`config.mk`:
```
export PLATFORM = sky130hd
export DESIGN_NAME = b_bus_arbiter
export DESIGN_NICKNAME = d
export VERILOG_FILES = /design/src/rtl/b_bus_arbiter.sv
export SDC_FILE = /design/constraint.sdc
export NUM_CORES = 1
export LEC_CHECK = 0
export CAP_MARGIN = 0
export CORE_UTILIZATION = 57
export CTS_BUF_LIST = sky130_fd_sc_hd__clkbuf_8
export DETAILED_ROUTE_END_ITERATION = 8
export HOLD_SLACK_MARGIN = 0.03
export PLACE_DENSITY = 0.9
export SLEW_MARGIN = 40
export SYNTH_ARGS = -nofsm -noshare
export SYNTH_HDL_FRONTEND = slang
export SYNTH_SLANG_ARGS = --single-unit
export TNS_END_PERCENT = 5
```
`constraint.sdc`:
```
create_clock -name clk -period 3.35 [get_ports clk]
set_input_delay 0.67 -clock clk [delete_from_list [all_inputs] [get_ports clk]]
set_output_delay 0.67 -clock clk [all_outputs]
set_load 0.02 [all_outputs]
```
`src/rtl/b_bus_arbiter.sv`:
```
// Round-robin arbiter for the shared B bus: grants one requester at a time, latches its
// source code into B_bus_ctrl and revokes long holds when someone else is waiting.
module b_bus_arbiter #(
  parameter int unsigned NREQ     = 3,
  parameter int unsigned MAX_HOLD = 16
) (
  input  logic                clk,
  input  logic                rst,
  input  logic [NREQ-1:0]     req,
  input  logic [4*NREQ-1:0]   req_sel,
  output logic [NREQ-1:0]     gnt,
  output logic [3:0]          B_bus_ctrl,
  output logic [NREQ-1:0]     sel_err,
  output logic                busy
);

  localparam int unsigned IdxW    = (NREQ > 2) ? 2 : 1;
  localparam logic [7:0]  MaxHold = 8'(MAX_HOLD);

  typedef enum logic [0:0] {StIdle, StGrant} state_e;

  state_e          state_q, state_d;
  logic [IdxW-1:0] owner_q, owner_d;
  logic [IdxW-1:0] ptr_q, ptr_d;
  logic [NREQ-1:0] gnt_q, gnt_d;
  logic [NREQ-1:0] sel_err_q;
  logic [3:0]      sel_q, sel_d;
  logic [7:0]      hold_q, hold_d;

  logic [NREQ-1:0] code_ok;
  logic [NREQ-1:0] elig_other;
  logic            pick_found;
  logic [IdxW-1:0] pick_idx;
  logic [3:0]      pick_code;
  logic            do_grant;
  logic            do_idle;

  always_comb begin
    code_ok = '0;
    for (int i = 0; i < NREQ; i++) begin
      code_ok[i] = (req_sel[4*i +: 4] != 4'h0) && (req_sel[4*i +: 4] <= 4'h9);
    end
  end

  // The current owner is never a candidate, so a forced revocation always moves on.
  assign elig_other = req & code_ok & ~gnt_q;

  always_comb begin : p_pick
    int unsigned idx;
    idx        = 0;
    pick_found = 1'b0;
    pick_idx   = '0;
    pick_code  = '0;
    for (int k = 0; k < NREQ; k++) begin
      idx = (32'(ptr_q) + 32'(k)) % NREQ;
      if (!pick_found && elig_other[idx]) begin
        pick_found = 1'b1;
        pick_idx   = IdxW'(idx);
        pick_code  = req_sel[4*idx +: 4];
      end
    end
  end

  always_comb begin
    state_d  = state_q;
    owner_d  = owner_q;
    ptr_d    = ptr_q;
    gnt_d    = gnt_q;
    sel_d    = sel_q;
    hold_d   = hold_q;
    do_grant = 1'b0;
    do_idle  = 1'b0;

    unique case (state_q)
      StIdle: do_grant = pick_found;
      StGrant: begin
        if (!req[owner_q]) begin
          do_grant = pick_found;
          do_idle  = !pick_found;
        end else if ((MAX_HOLD != 0) && (hold_q >= MaxHold) && pick_found) begin
          do_grant = 1'b1;
        end else if (hold_q != 8'hff) begin
          hold_d = hold_q + 8'd1;
        end
      end
    endcase

    if (do_grant) begin
      state_d         = StGrant;
      owner_d         = pick_idx;
      gnt_d           = '0;
      gnt_d[pick_idx] = 1'b1;
      sel_d           = pick_code;
      hold_d          = 8'd1;
      ptr_d           = (32'(pick_idx) + 1 == NREQ) ? '0 : pick_idx + IdxW'(1);
    end else if (do_idle) begin
      state_d = StIdle;
      gnt_d   = '0;
      sel_d   = 4'h0;
      hold_d  = 8'd0;
    end
  end

  always_ff @(posedge clk or posedge rst) begin
    if (rst) begin
      state_q   <= StIdle;
      owner_q   <= '0;
      ptr_q     <= '0;
      gnt_q     <= '0;
      sel_q     <= 4'h0;
      hold_q    <= 8'd0;
      sel_err_q <= '0;
    end else begin
      state_q   <= state_d;
      owner_q   <= owner_d;
      ptr_q     <= ptr_d;
      gnt_q     <= gnt_d;
      sel_q     <= sel_d;
      hold_q    <= hold_d;
      sel_err_q <= req & ~code_ok;
    end
  end

  assign gnt        = gnt_q;
  assign B_bus_ctrl = sel_q;
  assign sel_err    = sel_err_q;
  assign busy       = (state_q == StGrant);

endmodule

```
# == Word-level counts from Yosys, hierarchy flattened ==
# Cells that the tools add are included.
# word_totals
reg_bits,23
out_inout_bits,11
elab_cells,92
# classes
add_sub_neg,5
n_div,3
n_lt_le_gt_ge,10
eq_ne,3
n_shift,3
muxes,37
n_bitwise,6
n_reduce_logical,18
# op_table
cell,count
$shiftx A12 B33 Y4,3
$lt A32 B3 Y1 const B,3
$mod A32 B2 Y32 const B,2
$mux W8,6
$mod A2 B2 Y32 const B,1
$mux W4,5
$mux W1,14
$le A4 B4 Y1 const B,3
$reduce_bool A4 Y1,3
$and A3 B3 Y3,3
$reduce_bool A3 Y1,3
$add A8 B1 Y8 const B,1
$bmux W1 S2,4
$ge A8 B5 Y1 const B,1
$mux W2,4
$ne A8 B8 Y1 const B,1
$logic_and A1 B1 Y1,7
$add A2 B1 Y3 const B,2
$lt A2 B3 Y1 const B,2
$mux W3,2
$not A3 Y3,2
$reduce_and A4 Y1,1
$add A2 B2 Y3 const B,1
$eq A3 B2 Y1 const B,1
8 further kinds,10

# == Logic depth before layout (Yosys ltp) ==
# depth
word_depth,19
depth_mapped,10
mapped_depth_nobuf,10

# == Worst setup path after synthesis ==
# OpenSTA, ideal clock, no wires.
# synth_path
path_kind,input -> register
startpoint,in req_sel[8]
endpoint,"reg sel_q[0], in the netlist B_bus_ctrl[0]"
setup_time_ps,121
arrival_ps,2331
t_required_ps,3229
slack_ps,898
cell_stages,7
path_buffers,1
cell_sequence,or4_4 buf_6 and3_4 a32o_1 mux2i_2 o211ai_1 a32o_2
# synth_between
elab_chain_len,18
elab_cells_between_ends,33
classes_between,1 x order compare; 3 x shift; 18 x mux; 2 x bitwise; 9 x reduce/logical
# synth_rtl
item,line_no,text
"start, declared",10,"input logic [4*NREQ-1:0] req_sel,"
$le A4 B4 Y1 or $reduce_bool A4 Y1 (tied branches),41,code_ok[i] = (req_sel[4*i +: 4] != 4'h0) && (req_sel[4*i +: 4] <= 4'h9);
$logic_and A1 B1 Y1,41,
$and A3 B3 Y3 (2 in a row),46,assign elig_other = req & code_ok & ~gnt_q;
$bmux W1 S2,56,if (!pick_found && elig_other[idx]) begin
$mux W1 (not written as such),56,
$mux W1,56,
$logic_not A1 Y1,56,
$logic_and A1 B1 Y1,56,
$mux W1,56,
$logic_not A1 Y1,56,
$logic_and A1 B1 Y1,56,
$mux W1,56,
$logic_and A1 B1 Y1,80,end else if ((MAX_HOLD != 0) && (hold_q >= MaxHold) && pick_found) begin
$mux W1,80,
$mux W1,77,if (!req[owner_q]) begin
$pmux W1 S2,74,unique case (state_q)
$mux W4 or $reduce_bool A2 Y1 (tied branches),-,
"end signal, assigned",118,sel_q <= sel_d;
"end, declared",27,"logic [3:0] sel_q, sel_d;"
# Several ways; a longest one is shown, not always the timed one. The select of a mux whose other input is x is not followed.
# A chain may end at the register's enable or synchronous reset.

# == Worst setup path in the final report ==
# layout_path
startpoint,in req_sel[5]
endpoint,"reg sel_q[0], in the netlist B_bus_ctrl[0]"
# layout_between
elab_chain_len,18
elab_cells_between_ends,30
classes_between,1 x order compare; 18 x mux; 2 x bitwise; 9 x reduce/logical
# layout_rtl
item,line_no
$le A4 B4 Y1 or $reduce_bool A4 Y1 (tied branches),41
$logic_and A1 B1 Y1 *,41
$and A3 B3 Y3 * (2 in a row),46
$bmux W1 S2,56
$mux W1 (not written as such),56
$mux W1,56
$logic_not A1 Y1,56
$logic_and A1 B1 Y1,56
$mux W1,56
$logic_not A1 Y1,56
$logic_and A1 B1 Y1,56
$mux W1,56
$logic_and A1 B1 Y1,80
$mux W1,80
$mux W1,77
$pmux W1 S2,74
$mux W4 or $reduce_bool A2 Y1 (tied branches),-
# Every way passes the cells marked *; elsewhere a longest branch is shown, timed or not. The select of a mux whose other input is x is not followed.

==> metrics.md <==
| Metric | Value |
|---|---|
| Simple-gate area share of the yosys netlist | 0.234 |
| Power after layout | 1.83 mW |
| CP top delay family | compound AO/OA/AOI/OAI gates |
| Clk slew on worst S/H paths | 0.07 ns |
| Vias per cell | 6.18 |
| Core area | 3390 um2 |
| Critical Path Stages | 7 |
| Clock root buffer | clkbuf_8 |
| CP Buf/Inv Count | 1 |
| Largest family of logic cells by synthesized area | compound AO/OA/AOI/OAI gates |
| Vias in the first global route | 1619 |
| Final worst path period share | 0.866 |
| Synth Area in Compound Gates | 0.276 |
| Buffers on Ports | 27 |
| Final non-filler cell total | 296 |
| Placed cell count | 292 |
| Achievable Freq | 345 MHz |
| # diodes | 0 |
| Req. time, crit path | 3.50 ns |
| Routability cong. | 0.887 |
| Initial antenna violation count | 0 |
| Post-placement cell area | 2330 um2 |
| Post-DRT Antenna Nets | 0 |
| Mapped Area | 2040 um2 |
| Post-synth EDFFs | 0 |
| Crit path cell chain | clkdlybuf4s50_1 -> or4_1 -> a31oi_1 -> a32oi_2 -> o32ai_1 -> o21ai_0 -> a32o_2 |
| Die area | 3820 um2 |
| H-tree level count | 1 |
| GRT Util Overall | 0.265 |
| Core Rows | 21 |
| Final net count | 278 |
| WL per Instance | 15.9 um |
| Initial DRC count | 141 |
| Post-CTS setup buffer count | 0 |
| Arrival time worst endpoint | 3.05 ns |
| CTS tree | built |
| Syn Area/Cell | 9.15 um2 |
| Min Tclk post-route | 2.90 ns |
| Fin Setup TNS | 0 ns |
| Hold buffer count at cts | 0 |
| Seq/Total Area, Yosys | 0.282 |
| CP max-delay cell | or4_1 |
| Status | finished clean |
| Initial core utilization | 0.602 |
| CP max stage delay | 0.70 ns |
| Netlist cell types | 63 |
| P&R area growth vs syn | 16.2% |
| Post-cts sizing count | 0 |
| CP startpoint kind | primary input |
| R2R setup slack | 0.71 ns |
| CTS buffer count | 3 |
| Prevailing post-synth register cell | dfrtp_1 |
| Multiplexer share of the synthesized area | 0.0705 |
| Post-Layout Inst Area | 2370 um2 |
| CP Capture Type | flip-flop |
| Leak | 0.981 nW |
| VDD IR max | 0.000596 V |
| Remaining DRCs | 0 |
| Min-delay worst type | reg2reg |
| Die height | 61.8 um |
| CP max FO | 6 |
| Fraction of layout cells with a size suffix above 1 | 0.164 |
| CP startpoint | req_sel[5] |
| Least-Margin Pin Slew | 0.671 ns |
| Worst skew pair latency | 0.27 ns |
| Critical path class | in2reg |
| RSZ-0062 raised after global routing | no |
| Max-cap violations | 0 |
| Setup crit end | B_bus_ctrl[0] |
| Clk sink count | 23 |
| Syn nets | 250 |
| #FFs+latches synth | 23 |
| Cells after synthesis | 223 |
| Worst rel slew slack | 0.548 |
| Global-route wire length before repair | 7360 um |
| Clk_skew | 0.00670 ns |
| R2R Path Start | ptr_q[1] |
| Worst R2R Path Depth | 10 |
| Vias | 1828 |
| IO Pins | 28 |
| Synth Area in XOR/XNOR | 0.00429 |
| Overflow after GRT | 0 |
| Synth Warn # | 0 |
| Asr flop ratio synth | 1.00 |
| Pin count of the biggest net entering global routing | 27 |
| # setup viols final | 0 |
| DRT Pass-1 Iters | 7 |
| R2r endpoint | hold_q[7] |
| Clock buffer depth | 2 |
| Die W | 61.8 um |
| Final hold vios | 0 |
| Final wirelength | 4720 um |
| Final max-slew violation count | 0 |
| Synth Area in Adders | 0.0662 |
| Detailed placement HPWL | 3590 um |
| Pwr Density | 774 nW/um2 |
==> cell usage in the layout (no fill, tap or decap), types with 3 or more instances in the layout <==
cell	instances
o21ai_2	3
ha_1	10
nor4_1	3
nand3_1	14
nor2_1	7
a31oi_1	5
buf_4	6
clkbuf_8	3
a32o_2	4
inv_1	11
nand2b_1	4
nand4_1	6
nand2_1	15
a21o_1	5
o21ai_0	12
o211ai_1	4
clkdlybuf4s50_1	27
or4_1	3
or3_1	5
o31a_2	4
a21oi_1	13
dfrtp_1	23
o21ai_1	4
mux2i_1	13
==> area by class of cell <==
class | count | area [um2]
Clock inverter | 1 | 3.75
Inverter | 12 | 50.0
Timing Repair Buffer | 33 | 315
Tap cell | 46 | 57.6
Multi-Input combinational cell | 178 | 1330
Fill cell | 251 | 1020
Clock buffer | 3 | 41.3
Sequential cell | 23 | 576
==> sequential cells by signal, summed over array words and instances, names as in the netlist <==
name        flops
B_bus_ctrl      4
sel_err         3
ptr_q           2
gnt             3
owner_q         2
busy            1
hold_q          8
==> cells by family (layout without fill, tap and decap cells) <==
kind of cell,after synthesis,in the layout
and+or+nand+nor,79,79
AOI/OAI and AO/OA,73,73
DFF,23,23
buffers and inverters,22,49
muxes,14,14
adders and majority gates,11,11
xor gates and xnor gates,1,1
==> stage by stage <==
stage | utilization | setup WS (ns) | hold slack (ns)
6_report | 0.700 | 0.449 | 0.506
5_1_grt | 0.700 | 0.325 | 0.522
4_1_cts | 0.700 | 0.499 | 0.509
3_5_place_dp | 0.687 | 0.233 | 0.492
3_3_place_gp | 0.687 | 0.304 | 0.485
2_1_floorplan | - | 0.898 | 0.469
==> power by group <==
part | switching [mW] | leakage (nW) | internal, mW | total [mW]
clock | 0.0831 | 0.0269 | 0.0818 | 0.165
combinational | 0.710 | 0.651 | 0.531 | 1.24
sequential | 0.0777 | 0.303 | 0.351 | 0.429
==> how the worst min path moves through the flow <==
stage | endpoint | from | cells after the start
after detailed placement | B_bus_ctrl[0] | B_bus_ctrl[0] | 1
final | B_bus_ctrl[2] | B_bus_ctrl[2] | 1
after floorplan | owner_q[1] | owner_q[1] | 2
after global placement | B_bus_ctrl[2] | B_bus_ctrl[2] | 1
after global routing | B_bus_ctrl[2] | B_bus_ctrl[2] | 1
after CTS | B_bus_ctrl[2] | B_bus_ctrl[2] | 1
==> Yosys cell counts, types with 2 or more instances <==
cell type | number | share of area
a21oi_1 | 13 | 0.032
a32o_2 | 4 | 0.022
o211ai_1 | 4 | 0.015
nor4_1 | 3 | 0.0092
dfrtp_1 | 23 | 0.28
and3_4 | 2 | 0.011
nand4_1 | 6 | 0.018
a21boi_0 | 2 | 0.0074
a21o_1 | 5 | 0.018
nor2_1 | 7 | 0.013
and2b_2 | 2 | 0.0086
nand2_1 | 15 | 0.028
or3_1 | 5 | 0.015
mux2i_1 | 13 | 0.064
and2_1 | 2 | 0.0061
o21ai_0 | 12 | 0.029
a31oi_1 | 5 | 0.015
o21a_1 | 2 | 0.0074
o31ai_1 | 2 | 0.0074
nand3_1 | 14 | 0.034
nand2b_1 | 4 | 0.012
clkbuf_1 | 2 | 0.0037
o21ai_1 | 4 | 0.0098
o21ai_2 | 3 | 0.013
clkbuf_8 | 2 | 0.013
or4_1 | 3 | 0.011
ha_1 | 10 | 0.061
a32oi_2 | 2 | 0.016
and3_1 | 2 | 0.0061
inv_1 | 11 | 0.020
buf_2 | 2 | 0.0049
o31a_2 | 4 | 0.020
buf_6 | 3 | 0.017
==> per-layer routing <==
layer	part of all wire	vias up	global-route usage	routed length, um
met5	0	-	0	0
met4	0.021	0	0.130	100
met3	0.048	9	0.0311	228
met2	0.48	58	0.424	2280
met1	0.45	855	0.357	2110
li1	-	906	-	-
Power figures use the tool's default switching activity.
